<file path="src/rtl/s400_pkg.sv">
// Shared types and constants for the s400 C3 phase timer.
// Holds the phase encoding, default phase lengths and the C3 counter width.
package s400_pkg;

    typedef enum logic [1:0] {
        GREEN  = 2'd0,
        YELLOW = 2'd1,
        RED    = 2'd2
    } phase_t;

    localparam int C3_W           = 4;
    localparam int GREEN_LEN_DEF  = 12;
    localparam int YELLOW_LEN_DEF = 4;
    localparam int RED_LEN_DEF    = 10;

    // A phase length must fit the counter: 1 .. 2**C3_W steps.
    function automatic bit len_ok(input int len);
        return (len >= 1) && (len <= (1 << C3_W));
    endfunction

endpackage

</file>
<file path="src/rtl/s400_step_gen.sv">
// Decodes the prescaler nibbles (or test mode) into the C3 step enable.
// Purely combinational, zero latency, no flow control.
module s400_step_gen
    import s400_pkg::*;
(
    input  logic       testl,
    input  logic [3:0] uc_lo,
    input  logic [3:0] uc_hi,
    output logic       step
);

    assign step = ~testl | ((&uc_lo) & (&uc_hi));

endmodule

</file>
<file path="src/rtl/s400_c3_phase_timer.sv">
// C3 phase timer: GREEN -> YELLOW -> RED sequencing on prescaler steps, CAR-gated GREEN exit.
// All outputs registered, one edge from step/CAR to new state; no backpressure.
module s400_c3_phase_timer
    import s400_pkg::*;
#(
    parameter int GREEN_LEN  = GREEN_LEN_DEF,
    parameter int YELLOW_LEN = YELLOW_LEN_DEF,
    parameter int RED_LEN    = RED_LEN_DEF
) (
    input  logic       CK,
    input  logic       RSTN,
    input  logic       CLR,
    input  logic       TESTL,
    input  logic       UC_8,
    input  logic       UC_9,
    input  logic       UC_10,
    input  logic       UC_11,
    input  logic       UC_16,
    input  logic       UC_17,
    input  logic       UC_18,
    input  logic       UC_19,
    input  logic       CAR,
    output logic       C3_Q0,
    output logic       C3_Q1,
    output logic       C3_Q2,
    output logic       C3_Q3,
    output logic [1:0] PHASE,
    output logic       TC
);

    if (!len_ok(GREEN_LEN) || !len_ok(YELLOW_LEN) || !len_ok(RED_LEN)) begin : g_bad_len
        $fatal(1, "s400_c3_phase_timer: phase lengths must be in 1..16");
    end

    // Last-count values are one bit wider than C3 so a length of 16 compares cleanly.
    localparam logic [C3_W:0]   G_LAST = (C3_W+1)'(GREEN_LEN - 1);
    localparam logic [C3_W:0]   Y_LAST = (C3_W+1)'(YELLOW_LEN - 1);
    localparam logic [C3_W:0]   R_LAST = (C3_W+1)'(RED_LEN - 1);
    localparam logic [C3_W-1:0] G_SAT  = C3_W'(GREEN_LEN - 1);

    phase_t          phase_q, phase_d;
    logic [C3_W-1:0] c3_q, c3_d;
    logic            tc_q, tc_d;
    logic            step;
    logic [C3_W:0]   len_last;
    logic            last;

    s400_step_gen u_step_gen (
        .testl (TESTL),
        .uc_lo ({UC_11, UC_10, UC_9, UC_8}),
        .uc_hi ({UC_19, UC_18, UC_17, UC_16}),
        .step  (step)
    );

    always_comb begin
        len_last = G_LAST;
        case (phase_q)
            YELLOW:  len_last = Y_LAST;
            RED:     len_last = R_LAST;
            default: len_last = G_LAST;
        endcase
    end

    // ">=" rather than "==" so an upset count past the end still exits the phase.
    assign last = ({1'b0, c3_q} >= len_last);

    always_comb begin
        phase_d = phase_q;
        c3_d    = c3_q;
        tc_d    = 1'b0;
        if (CLR) begin
            phase_d = GREEN;
            c3_d    = '0;
        end else if (phase_q != GREEN && phase_q != YELLOW && phase_q != RED) begin
            phase_d = GREEN;
            c3_d    = '0;
        end else if (step) begin
            if (!last) begin
                c3_d = c3_q + C3_W'(1);
            end else begin
                case (phase_q)
                    GREEN: begin
                        if (CAR) begin
                            phase_d = YELLOW;
                            c3_d    = '0;
                            tc_d    = 1'b1;
                        end else begin
                            c3_d = G_SAT;
                        end
                    end
                    YELLOW: begin
                        phase_d = RED;
                        c3_d    = '0;
                        tc_d    = 1'b1;
                    end
                    default: begin
                        phase_d = GREEN;
                        c3_d    = '0;
                        tc_d    = 1'b1;
                    end
                endcase
            end
        end
    end

    always_ff @(posedge CK or negedge RSTN) begin
        if (!RSTN) begin
            phase_q <= GREEN;
            c3_q    <= '0;
            tc_q    <= 1'b0;
        end else begin
            phase_q <= phase_d;
            c3_q    <= c3_d;
            tc_q    <= tc_d;
        end
    end

    assign {C3_Q3, C3_Q2, C3_Q1, C3_Q0} = c3_q;
    assign PHASE = phase_q;
    assign TC    = tc_q;

endmodule
</file>
<file path="config.mk">
export PLATFORM = sky130hd
export DESIGN_NAME = s400_c3_phase_timer
export DESIGN_NICKNAME = d
export VERILOG_FILES = /design/src/rtl/s400_pkg.sv /design/src/rtl/s400_step_gen.sv /design/src/rtl/s400_c3_phase_timer.sv
export SDC_FILE = /design/constraint.sdc
export NUM_CORES = 1
export LEC_CHECK = 0
export CAP_MARGIN = 10
export CORE_MARGIN = 4
export CORE_UTILIZATION = 35
export CTS_CLUSTER_SIZE = 20
export DETAILED_ROUTE_END_ITERATION = 10
export MAX_ROUTING_LAYER = met4
export PLACE_DENSITY = 0.69
export SKIP_LAST_GASP = 1
export SYNTH_ARGS = -nofsm -noshare
export SYNTH_HDL_FRONTEND = slang
export SYNTH_SLANG_ARGS = --single-unit
</file>
<file path="constraint.sdc">
create_clock -name CK -period 1.9 [get_ports CK]
set_input_delay 0.38 -clock CK [delete_from_list [all_inputs] [get_ports CK]]
set_output_delay 0.38 -clock CK [all_outputs]
set_load 0.01 [all_outputs]
</file>
Word-level counts from Yosys, hierarchy flattened:

Cells that the tools add are included.

* bits in registers: 7
* bits of input ports: 13

* $add $sub $neg: 1
* order comparisons: 1
* equal/unequal tests: 5
* mux-type cells: 19
* bitwise operators: 3
* reduce and logical (&&, ||, !) cells: 9

Operator list (number)
* $mux 4: 6
* $mux 2: 5
* $pmux 4 s2: 1
* $reduce_and 4->1: 2
* $mux 1: 6
* $reduce_bool 3->1: 2
* $ge 4x5->1: 1
* $add 4x1->4 const B: 1
* $ne 4x4->1 const B: 1
* $pmux 2 s2: 1
* $reduce_and 3->1: 1
* $eq 2x1->1 const B: 1
* $eq 2x2->1 const B: 1
* $logic_and 1x1->1: 2
* $logic_not 2->1: 1
* $ne 2x1->1 const B: 1
* $ne 2x2->1 const B: 1
* $reduce_bool 2->1: 1
* $and 1x1->1: 1
* $not 1->1: 1
* $or 1x1->1: 1

Longest topological paths before layout:

* word-level depth: 7
* depth in mapped cells: 6

Hierarchy:

From an unflattened synthesis, not the netlist that was laid out.

* cells, all modules: 46
* area, all modules: 425.4 µm²

Modules (own cells, without submodules)
* s400_c3_phase_timer: times used 1, cells each 43, area each 407.9 µm², seq. area each 175.2 µm²
* s400_step_gen: times used 1, cells each 3, area each 17.5 µm², seq. area each 0.0 µm²

Worst setup path after synthesis:

No wires, ideal clock.

* path kind: flip-flop to flip-flop
* start: register phase_q[1] (netlist: PHASE[1])
* end: register c3_q[3]
* setup time: 0.123 ns
* arrival time: 1.722 ns
* data required time: 1.777 ns
* setup slack: 0.055 ns
* stages on the path, launching flop included: 7
* buffers on the path: 0
* clock period less this slack: 1.845 ns
* path through: dfrtp_1 > nor2b_1 > ha_1 > a211o_1 > a21oi_4 > a31oi_1 > o221a_1

* longest elaborated chain between the ends: 7
* elaborated cells on any way between the ends: 16
* classes of those cells: 1 x order compare; 4 x eq/ne; 6 x mux; 5 x reduce/logical

Ends and longest elaborated chain
* from (decl): line s400_c3_phase_timer.sv:41 `phase_t phase_q, phase_d;`
* from (signal assigned): line s400_c3_phase_timer.sv:112 `phase_q <= phase_d;`
* $eq 2x2->1 / $eq 2x1->1 (equally long branches): line s400_c3_phase_timer.sv:57 `case (phase_q)`
* $pmux 4 s2: line s400_c3_phase_timer.sv:57
* $ge 4x5->1: line s400_c3_phase_timer.sv:65 `assign last = ({1'b0, c3_q} >= len_last);`
* $mux 4: line s400_c3_phase_timer.sv:78 `if (!last) begin`
* $mux 4: line s400_c3_phase_timer.sv:77 `end else if (step) begin`
* $mux 4: line s400_c3_phase_timer.sv:74 `end else if (phase_q != GREEN && phase_q != YELLOW && phase_q != RED) begin`
* $mux 4: line s400_c3_phase_timer.sv:71 `if (CLR) begin`
* to (signal assigned): line s400_c3_phase_timer.sv:109 `c3_q <= '0;`
* to (signal assigned): line s400_c3_phase_timer.sv:113 `c3_q <= c3_d;`
* to (decl): line s400_c3_phase_timer.sv:42 `logic [C3_W-1:0] c3_q, c3_d;`

Parallel ways exist; a longest one is shown, timed or not. The select of a mux whose other input is x is not followed.
A chain may end at the register's enable or synchronous reset.

Worst setup path after layout:

Same ends and word-level chain as after synthesis.

==> results.tsv <==
stage	metric	value	unit
place	gp_congestion	0.810	
grt	grt_use_total	14.7	%
critical_path	r2r-start	PHASE[1]$_DFFE_PN0P_	
logic_synthesis	syn_avg_cell_area	10.1	um2
critical_path	cp_cell_sequence	nor2b_2, ha_1, a211o_1, a21oi_4, a31oi_1, o221a_1	
detailed_routing	drtIter0Drc	8	
grt	grt_pass1_wl	1990	um
sta	fin_crit	1.83	ns
detailed_routing	firstDrtPassIters	4	
final_layout	area_growth	58.5	%
critical_path	start_kind	flip-flop	
clocking	cts_num_sinks	7	
critical_path	slowest_stage	dfrtp_1	
detailed_routing	route.vias.total	470	
detailed_routing	ant_nets	0	
die	rows	12	
sta	whs	0.395	ns
logic_synthesis	synth-seq-cells	7	
die	die-height	44.1	um
critical_path	cp-startpoint	PHASE[1]$_DFFE_PN0P_	
die	die_w	44.1	um
sta	slew_viol_final	0	
grt	antenna_found_initial	0	
logic_synthesis	netlist_area	455	um2
clocking	ctsHtreeMaxLevel	1	
sta	slew_headroom	69.6	%
clocking	ctsLongestPathBuffers	2	
logic_synthesis	synthArstFlopShare	100	%
logic_synthesis	synth_flop_cell	dfrtp_1	
final_layout	num-fill-cells	105	
final_layout	seq_area	175	um2
final_layout	drive_gt1_share	15.3	%
grt	grt_start_max_net_pins	8	
critical_path	cpPeakStageDelay	0.38	ns
critical_path	worst_r2r_path_depth	6	
logic_synthesis	syn_nets	61	
logic_synthesis	synth_common_cells	7 x dfrtp_1, 3 x ha_1, 3 x nor2b_1, 3 x o21ai_0	
clocking	hold_buffers	0	
logic_synthesis	yosysTopAreaCell	dfrtp_1	
die	io_pins	20	
critical_path	cp-endpoint	c3_q[3]$_DFFE_PN0P_	
clocking	clock_latency	0.25	ns
clocking	cts-buffers-inserted	3	
die	dieArea	1940	um2
logic_synthesis	yosys_warnings	0	
clocking	cts_root_buf	clkbuf_4	
detailed_routing	wirelength	1220	um
die	core	1170	um2
detailed_routing	drc	0	
sta	timing.fmax	0.546	GHz
place	placed_area	693	um2
logic_synthesis	yosysUniqueCellTypes	24	
power_and_ir_drop	leakagePower	0.313	nW
critical_path	worstPathMaxFanout	6	
sta	skew	0.00463	ns
critical_path	cp.required	2.04	ns
run_status	outcome	finished, final reports clean	
logic_synthesis	synth_edf_count	0	
critical_path	critical_path_arrival	1.97	ns
critical_path	rrSetupSlack	0.07	ns
final_layout	final_cell_area	722	um2
final_layout	layout.nets	89	
job	drv_cap	0	
detailed_routing	viasPerCell	5.47	
sta	hold_viol	0	
critical_path	crit_type	flip-flop to flip-flop	
logic_synthesis	yosysSeqAreaShare	38.5	%
final_layout	multiInputGateArea	283	um2
clocking	cts_resized	0	
die	initial_core_util	38.9	%
logic_synthesis	syn_inst	45	
clocking	path_clk_slew	0.05	ns
logic_synthesis	synth_area_leaders	dfrtp_1 38%, ha_1 8.2%, mux2i_1 4.4%, nor2b_1 4.1%, a21oi_4 3.6%	
logic_synthesis	yosysMostFrequentCell	dfrtp_1	
logic_synthesis	yosys.area.top_type_share	38.5	%
sta	setup_viol	0	
clocking	post-cts-setup-buffers	0	
clocking	cts_tree	built	
worst_hold_path	hold_class	input port to async pin	
sta	min_period_over_period	96.4	%
sta	fin_setup_tns	0	ns
place	io_buffers	19	
grt	grt_overflow	0	
critical_path	worstSetupEndpointType	flip-flop	
detailed_routing	avgRoutedWirePerCell	14.2	um
place	hpwl	955	um
grt	first_global_vias	476	
power_and_ir_drop	peakVddDrop	341	uV
sta	worstMarginPinSlew	0.456	ns
critical_path	r2r-end	c3_q[3]$_DFFE_PN0P_	
final_layout	diodes	0	
power_and_ir_drop	power_density	497	nW/um2
critical path, delay by kind of cell (launching register included):
kind | cells | cell delay (ns)
AO/OA/AOI/OAI | 4 | 0.91
adder cells (fa/ha/maj) | 1 | 0.27
flip-flops | 1 | 0.38
AND/OR/NAND/NOR | 1 | 0.16
power by group:
group | switching, mW | internal, mW | total (mW) | leakage (nW)
combinational | 0.0257 | 0.0407 | 0.0664 | 0.201
clock | 0.0544 | 0.0801 | 0.134 | 0.0150
sequential | 0.00496 | 0.153 | 0.158 | 0.0961
cells in the final DEF, fill, tap and decap left out, drive strengths merged, types with 3 or more instances in the layout:
| cell type | synthesis | routed |
|---|---|---|
| clkdlybuf4s50 | 0 | 19 |
| dfrtp | 7 | 7 |
| buf | 0 | 4 |
| clkbuf | 0 | 4 |
| o21ai | 3 | 3 |
| ha | 3 | 3 |
| nor2b | 3 | 3 |
| a21oi | 3 | 3 |
| and3 | 3 | 3 |
cells by family after synthesis:
kind of cell,synth area share [%]
multiplexers,4.40
AND/OR/NAND/NOR,22.0
adder cells (fa/ha/maj),8.24
AO/OA/AOI/OAI,26.9
flip-flops,38.5
how the worst min path moves through the flow:
stage | start | to | slack (ns) | depth (start not counted)
after CTS | RSTN | c3_q[3]$_DFFE_PN0P_ | 0.41 | 1
final | RSTN | c3_q[3]$_DFFE_PN0P_ | 0.40 | 1
after detailed placement | PHASE[0]$_DFFE_PN0P_ | PHASE[1]$_DFFE_PN0P_ | 0.59 | 3
after global placement | PHASE[0]$_DFFE_PN0P_ | PHASE[1]$_DFFE_PN0P_ | 0.56 | 3
after global routing | RSTN | c3_q[3]$_DFFE_PN0P_ | 0.41 | 1
after floorplan | RSTN | PHASE[0]$_DFFE_PN0P_ | 0.08 | 0
metal layers:
layer	GRT usage, %	up-vias	routed length, um
met1	18.3	225	567
li1	-	232	-
met3	3.66	2	58
met4	9.04	0	12
met5	-	-	0
met2	21.2	11	586
flip-flops by register name (all words and copies together) (netlist names):
signal,flops
PHASE,2
TC,1
c3_q,4
layout make-up:
class | count | area share (%)
clock buffers | 4 | 3.64
repair buffers | 23 | 30.5
well taps | 14 | 2.43
multi-input cells | 38 | 39.2
flip-flops and latches | 7 | 24.3
per-stage QoR:
| step | worst slack, ns | total power [mW] | std cells | util, % |
|---|---|---|---|---|
| after global routing | -0.00894 | 0.382 | 86 | 61.6 |
| after detailed placement | 0.0498 | 0.227 | 82 | 59.2 |
| final | 0.0686 | 0.359 | 86 | 61.6 |
| after floorplan | 0.0551 | 0.181 | 45 | - |
| after CTS | 0.0464 | 0.365 | 86 | 61.4 |
| after global placement | 0.136 | 0.226 | 82 | 59.2 |
(Power assumes the default switching activity.)
